==> config.mk <==
export PLATFORM = sky130hd
export DESIGN_NAME = ship_motion_ctrl
export DESIGN_NICKNAME = d
export VERILOG_FILES = /design/src/rtl/ship_motion_ctrl.sv
export SDC_FILE = /design/constraint.sdc
export NUM_CORES = 1
export LEC_CHECK = 0
export ABC_AREA = 1
export ABC_CLOCK_PERIOD_IN_PS = 4000
export BUFFER_PORTS_ARGS = -buffer_cell sky130_fd_sc_hd__buf_2
export CAP_MARGIN = 20
export CELL_PAD_IN_SITES_DETAIL_PLACEMENT = 1
export CELL_PAD_IN_SITES_GLOBAL_PLACEMENT = 1
export CORE_MARGIN = 10
export CORE_UTILIZATION = 42
export DETAILED_ROUTE_END_ITERATION = 8
export GPL_TIMING_DRIVEN = 1
export PLACE_DENSITY = 0.81
export SYNTH_ARGS = -nofsm -noshare
export SYNTH_HDL_FRONTEND = slang
export SYNTH_SLANG_ARGS = --single-unit
==> constraint.sdc <==
create_clock -name slowclk -period 4 [get_ports slowclk]
set_input_delay 0.8 -clock slowclk [delete_from_list [all_inputs] [get_ports slowclk]]
set_output_delay 0.8 -clock slowclk [all_outputs]
set_load 0.02 [all_outputs]
==> src/rtl/ship_motion_ctrl.sv <==
// rtl/ship_motion_ctrl.sv - tilt-driven ship motion with dead-zone, velocity ramp, edge clamp and hit/respawn lifecycle
module ship_motion_ctrl #(
    parameter int                 CORDW     = 16,
    parameter int                 X_MAX     = 606,
    parameter int                 Y_MAX     = 444,
    parameter int                 X_HOME    = 50,
    parameter int                 Y_HOME    = 240,
    parameter logic signed [15:0] DEAD      = 16'sd1024,
    parameter int                 VMAX      = 8,
    parameter int                 HIT_TICKS = 32,
    parameter int                 LIVES     = 3
) (
    input  logic             slowclk,
    input  logic             reset_n,
    input  logic             en,
    input  logic [15:0]      data_x,
    input  logic [15:0]      data_y,
    input  logic             collision_in,
    output logic [CORDW-1:0] ship_x,
    output logic [CORDW-1:0] ship_y,
    output logic [2:0]       lives,
    output logic             hit_pulse,
    output logic             game_over,
    output logic [1:0]       state
);
    typedef enum logic [1:0] {MOVE = 2'd0, HIT = 2'd1, RESPAWN = 2'd2, OVER = 2'd3} state_t;

    localparam int CW = $clog2(HIT_TICKS + 1);
    localparam logic signed [7:0] VMAX_P = 8'(VMAX);
    localparam logic signed [7:0] VMAX_N = -8'(VMAX);

    state_t            st;
    logic signed [7:0] vx, vy;
    logic [CW-1:0]     hit_cnt;
    logic [1:0]        sync_q;
    logic              coll_prev;
    logic              coll_rise;
    logic [CORDW-1:0]  x_next, y_next;
    logic signed [7:0] vx_next, vy_next;

    assign state     = st;
    assign coll_rise = sync_q[1] & ~coll_prev;

    // The position step uses the freshly updated velocity; hitting either edge kills that axis' velocity.
    function automatic void axis_next(input logic [CORDW-1:0] pos, input logic signed [7:0] v,
                                      input logic [15:0] tilt, input logic [CORDW-1:0] pmax,
                                      output logic [CORDW-1:0] pos_n, output logic signed [7:0] v_n);
        logic [CORDW:0] sum;
        if ($signed(tilt) > DEAD)
            v_n = (v >= VMAX_P) ? VMAX_P : v + 8'sd1;
        else if ($signed(tilt) < -DEAD)
            v_n = (v <= VMAX_N) ? VMAX_N : v - 8'sd1;
        else if (v > 8'sd0)
            v_n = v - 8'sd1;
        else if (v < 8'sd0)
            v_n = v + 8'sd1;
        else
            v_n = v;
        sum = {1'b0, pos} + {{(CORDW-7){v_n[7]}}, v_n};
        if (sum[CORDW]) begin
            pos_n = '0;
            v_n   = 8'sd0;
        end else if (sum[CORDW-1:0] > pmax) begin
            pos_n = pmax;
            v_n   = 8'sd0;
        end else begin
            pos_n = sum[CORDW-1:0];
        end
    endfunction

    always_comb begin
        x_next  = ship_x;
        y_next  = ship_y;
        vx_next = vx;
        vy_next = vy;
        axis_next(ship_x, vx, data_x, CORDW'(X_MAX), x_next, vx_next);
        axis_next(ship_y, vy, data_y, CORDW'(Y_MAX), y_next, vy_next);
    end

    always_ff @(posedge slowclk) begin
        if (!reset_n) begin
            st        <= MOVE;
            ship_x    <= CORDW'(X_HOME);
            ship_y    <= CORDW'(Y_HOME);
            vx        <= 8'sd0;
            vy        <= 8'sd0;
            lives     <= 3'(LIVES);
            hit_cnt   <= '0;
            hit_pulse <= 1'b0;
            game_over <= 1'b0;
            sync_q    <= 2'b00;
            coll_prev <= 1'b0;
        end else begin
            sync_q    <= {sync_q[0], collision_in};
            hit_pulse <= 1'b0;
            if (en) begin
                coll_prev <= sync_q[1];
                case (st)
                    MOVE: begin
                        if (coll_rise) begin
                            vx        <= 8'sd0;
                            vy        <= 8'sd0;
                            hit_pulse <= 1'b1;
                            hit_cnt   <= '0;
                            if (lives <= 3'd1) begin
                                lives     <= 3'd0;
                                st        <= OVER;
                                game_over <= 1'b1;
                            end else begin
                                lives <= lives - 3'd1;
                                st    <= HIT;
                            end
                        end else begin
                            ship_x <= x_next;
                            ship_y <= y_next;
                            vx     <= vx_next;
                            vy     <= vy_next;
                        end
                    end
                    HIT: begin
                        if (hit_cnt == CW'(HIT_TICKS - 1))
                            st <= RESPAWN;
                        else
                            hit_cnt <= hit_cnt + 1'b1;
                    end
                    RESPAWN: begin
                        ship_x <= CORDW'(X_HOME);
                        ship_y <= CORDW'(Y_HOME);
                        vx     <= 8'sd0;
                        vy     <= 8'sd0;
                        st     <= MOVE;
                    end
                    default: ;
                endcase
            end
        end
    end
endmodule

# After elaboration in Yosys (flattened, before gate mapping)
# Index checks and enable logic that the tools add are counted.
# classes
n_addsub,8
order_cmp,15
eq_ne,7
mux,37
bitwise,2
n_reduce_logical,11
# ops
cell,n
$mux 8,18
$mux 16,6
$pmux 16 s2,2
$add 16x17->17,2
$gt 16x12->1 const B,2
$lt 16x11->1 const B,2
$pmux 8 s2,2
$add 8x2->8 const B,2
$ge 8x5->1 const B,2
$gt 16x10->1 const B,1
$gt 16x9->1 const B,1
$gt 8x1->1 const B,2
$le 8x4->1 const B,2
$lt 8x1->1 const B,2
$sub 8x2->8 const B,2
$mux 6,2
$pmux 6 s2,1
$reduce_and 4->1,3
$reduce_and 3->1,3
$ne 2x2->1 const B,4
$add 6x1->6 const B,1
$eq 6x5->1 const B,1
$mux 2,3
$pmux 2 s3,1
12 further kinds,13
# totals
ff_bits,64
output_inout_bits,39
word_cells,91

# Longest topological paths before layout
# depth
word_depth,11
ltp_mapped,32
mapped_depth_nobuf,31

# Least setup slack after synthesis
# Ideal clock, no wire load.
# synth_timing
kind,input -> register
start,in data_x[11]
end,reg vx[1]
setup_ns,0.137
arrival_time_ns,3.620
required_ns,3.863
slack_ns,0.243
path_stages,25
n_path_buf,2
path_cell_list,nand3_1 o21ai_2 buf_2 inv_1 nand2_1 o21ai_0 a211oi_1 ha_1 inv_1 fa_1 inv_1 nand3_1 nand2_1 nand2_1 nand2_1 nand2_1 nand2_1 nand3_1 nor2_2 nand2_1 nand3_2 nand2_4 buf_12 nand3_1 a21oi_1
# synth_between
elab_chain_cells,9
elab_cells_between_ends,10
classes_between,1 x add/sub; 3 x order compare; 6 x mux
# synth_rtl
item,line,text
"start, declared",16,"input logic [15:0] data_x,"
$lt 16x11->1,51,else if ($signed(tilt) < -DEAD)
$mux 8,51,
$mux 8 (*),49,if ($signed(tilt) > DEAD)
$add 16x17->17,59,"sum = {1'b0, pos} + {{(CORDW-7){v_n[7]}}, v_n};"
$gt 16x10->1,63,end else if (sum[CORDW-1:0] > pmax) begin
$mux 8,63,
$mux 8 (*),60,if (sum[CORDW]) begin
$mux 8 (*),100,if (coll_rise) begin
$pmux 8 s2 (*),98,case (st)
"end signal, assigned",116,vx <= vx_next;
"end, declared",33,"logic signed [7:0] vx, vy;"
# Every way passes the cells marked *; elsewhere a longest branch is shown, timed or not.
# A chain may end at the register's enable or synchronous reset.

# Worst setup path after layout
# layout_timing
start,in data_x[15]
end,reg ship_x[4]
# layout_between
elab_chain_cells,9
elab_cells_between_ends,10
classes_between,1 x add/sub; 3 x order compare; 6 x mux
# layout_rtl
item,line,text
$lt 16x11->1,51,
$mux 8,51,
$mux 8 (*),49,
$add 16x17->17 (*),59,
$gt 16x10->1,63,
$mux 16,63,
$mux 16 (*),60,
$mux 16 (*),100,
$pmux 16 s2 (*),98,
"end signal, assigned",83,ship_x <= CORDW'(X_HOME);
"end signal, assigned",114,ship_x <= x_next;
"end signal, assigned",127,ship_x <= CORDW'(X_HOME);
"end, declared",19,"output logic [CORDW-1:0] ship_x,"
# Every way passes the cells marked *; elsewhere a longest branch is shown, timed or not. The select of a mux whose other input is x is not followed.

==> results.py <==
metrics = {
    "route": {
        "initial_drc_count": 601,
        "drtPass1Iterations": 5,
        "dr_total_vias": 7817,
        "route.detailed.vias_per_inst": 5.64,
        "routed_wl_mm": 27.2,
        "post_drt_wl_per_cell_um": 19.6,
        "routed_antenna_nets": 0,
        "drcViolationCount": 0,
    },
    "power_and_ir_drop": {
        "clkPwrFrac_pct": 28.1,
        "power.density_mw_per_mm2": 360,
        "switching_share_pct": 41.8,
        "power.ir.vdd_worst_mv": 0.233,
        "net-switching-power_mw": 1.23,
        "cellInternalPower_mw": 1.72,
        "power.total_mw": 2.95,
        "power_frac_comb_pct": 47.4,
        "p_leak_nw": 4.16,
        "power.share.sequential_pct": 24.5,
    },
    "logic_synthesis": {
        "synth.ff_latch_count": 64,
        "synthArstFlopShare_pct": 0,
        "post_synth_inst_count": 1004,
        "yosysSeqAreaShare_pct": 20.8,
        "post_syn_area_mm2": 0.00615,
        "yosys_warnings": 0,
        "yosysTopAreaCell": "dfxtp_1",
        "post_synth_num_cell_types": 47,
        "postSynthAreaPerCell_um2": 6.12,
        "post-synth-top-area-fraction_pct": 20.8,
        "yosys-top-cells-count": "nand2_1, inv_1, nor2_1",
        "synth.most_common_cell": "nand2_1",
        "yosys_most_used_dff": "dfxtp_1",
        "synth-edff-count": 0,
        "netlist_top_cells_area": "dfxtp_1, nand2_1, ha_1",
        "mappedNetlistNets": 1093,
    },
    "setup_path": {
        "timing.critical_path.buf_inv": 4,
        "worst_setup_path_end_kind": "flop",
        "critical_path.reg2reg.startpoint": "vy[0]$_SDFFE_PN0P_",
        "slowest_stage": "fa_1",
        "start_kind": "primary input",
        "worst_ep_arrival_time_ns": 4.22,
        "cp_top_family": "simple AND/OR/NAND/NOR gates",
        "critical_path_peak_fanout": 8,
        "criticalPathCategory": "primary input to flop",
        "crit_top_cell": "nand2_1",
        "worst-endpoint-required_ns": 4.22,
        "worst_setup_path_startpoint": "data_x[15]",
        "crit_path_max_incr_delay_ns": 0.38,
    },
    "outcome": {
        "failed_checks": "negative setup slack",
        "run_status": "complete, but fails checks",
    },
    "cells_and_area": {
        "design.final.nets": 1287,
        "final_cell_count_no_fill": 1386,
        "fillers": 2024,
        "antennaDiodeCount": 0,
        "layout-drive-gt1-share_pct": 27.9,
        "layout-area-overhead-vs-synth_pct": 33.0,
    },
    "sta": {
        "setup_total_negative_slack_ns": -0.00514,
        "clock_skew_ns": 0.0135,
        "max_freq_ghz": 0.250,
        "max_slew_margin_pct": 54.3,
        "layout_min_cycle_time_ns": 4.01,
        "final.setup.worst_slack_ns": -0.00514,
        "final-max-slew-violation-count": 0,
        "hold_viol": 0,
        "layout_worst_path_cycle_share_pct": 100,
        "endpoints_failing_setup": 1,
        "worst-slew-pin-transition_ns": 0.685,
        "final.hold.worst_slack_ns": 0.423,
    },
    "cts": {
        "clock_path_buffers": 2,
        "cts-hold-fix-buffers": 0,
        "clk_pin_slew_worst_paths_ns": 0.06,
        "numClockSinks": 64,
        "clk_latency_ns": 0.35,
        "clockRootBuffer": "clkbuf_16",
        "tritoncts": "done",
        "ctsHtreeMaxLevel": 3,
        "cts_made_buffers": 9,
    },
    "placement": {
        "dpl_worst_slack_ns": -0.249,
        "finalWeightedCongestion": 0.884,
        "io_buffer_count": 74,
        "placed_wire_length_estimate_mm": 17.1,
        "dpl.cell_count": 1357,
    },
    "floorplanning": {
        "io_pins": 75,
        "starting_density_of_the_core_pct": 42.6,
        "placementRows": 44,
        "die-height_um": 141,
        "std_cell_core_area_mm2": 0.0144,
        "die-area_mm2": 0.0199,
        "horizontal_die_dimension_um": 141,
    },
    "global_routing": {
        "antenna_found_initial": 0,
        "grt_start_max_net_pins": 34,
        "grt_resource_usage_total_pct": 22.1,
        "gr_util_met3_pct": 2.59,
        "met1_usage_pct": 25.3,
        "via_count_of_the_first_global_routing_pass": 7846,
        "gr-max-usage-layer": "met2",
        "grt_overflow": 0,
        "met2_usage_pct": 40.8,
        "grt_first_pass_wirelength_mm": 37.3,
    },
    "worst_hold_path": {
        "hp-class": "flop to flop",
        "min_from": "sync_q[0]$_SDFF_PN0_",
    },
    "job": {
        "drv_cap": 0,
    },
}
==> final timing paths <==
path | endpoint | slack, ns | cells after the start
worst min-delay path | sync_q[1]$_SDFF_PN0_ | 0.42 | 2
worst min register to register | sync_q[1]$_SDFF_PN0_ | 0.42 | 2
worst max-delay path | ship_x[4]$_SDFFE_PN1P_ | -0.005 | 28
worst max register to register | vy[1]$_SDFFE_PN0P_ | 0 | 27
==> cell usage in the layout (no fill, tap or decap), types with 26 or more instances in the layout <==
cell / count
nand2_1: 296
ha_1: 45
nor2_1: 89
inv_1: 122
dfxtp_1: 56
buf_2: 74
buf_4: 127
nand3_1: 76
o21ai_0: 26
a21oi_1: 63
==> through the flow <==
step,instance area (um^2),util [%]
after floorplan,6150,-
after global placement,7490,51.9
after detailed placement,7490,51.9
after CTS,7800,54.1
after global routing,8170,56.7
final,8170,56.7
==> cells by family after synthesis <==
logic type	share of synthesized area (%)
compound gates	13.9
xor+xnor	3.42
fa+ha+maj	11.0
buf+inv	10.2
flops	20.8
simple gates	40.6
==> worst min-delay path, cell delays in order, from the launching register on <==
cell and delay (ns):
dfxtp_1 0.30, nand2_1 0.04, inv_1 0.05
==> registers in the layout, summed over array words and instances (netlist names), 2 cells and up <==
signal / cells
vy: 8
lives: 3
ship_y: 16
vx: 8
state: 2
sync_q: 2
hit_cnt: 6
ship_x: 16
==> layer usage <==
metal,vias to the layer above,part of all wire [%]
met1,3820,41
met2,267,50
met5,-,0
li1,3630,-
met3,100,4.2
met4,0,4.6
==> final cells by class <==
type / instances / area [um^2] / area share [%]
inverters: 130 / 493 / 6.03
multi-input cells: 790 / 4510 / 55.1
clock buffers: 10 / 239 / 2.92
clock inverters: 5 / 57.6 / 0.704
repair buffers: 203 / 1360 / 16.6
flip-flops and latches: 64 / 1290 / 15.8
well taps: 184 / 230 / 2.82
==> timing repair <==
action                                  in CTS  in global routing
cloned                                       0                  2
hold endpoints to repair                     0                  0
pin swaps                                    0                 18
endpoints found under the setup margin       5                 35
setup buffers                                0                 12
gates resized for setup                      3                 75
==> power groups by stage <==
stage | registers (mW) | clock network (mW) | logic [mW]
after floorplan | 0.749 | 0 | 0.675
after global placement | 0.727 | 0 | 1.13
after detailed placement | 0.728 | 0 | 1.17
after CTS | 0.716 | 0.811 | 1.20
after global routing | 0.722 | 0.855 | 1.50
final | 0.722 | 0.826 | 1.40
(Power assumes the default switching activity.)
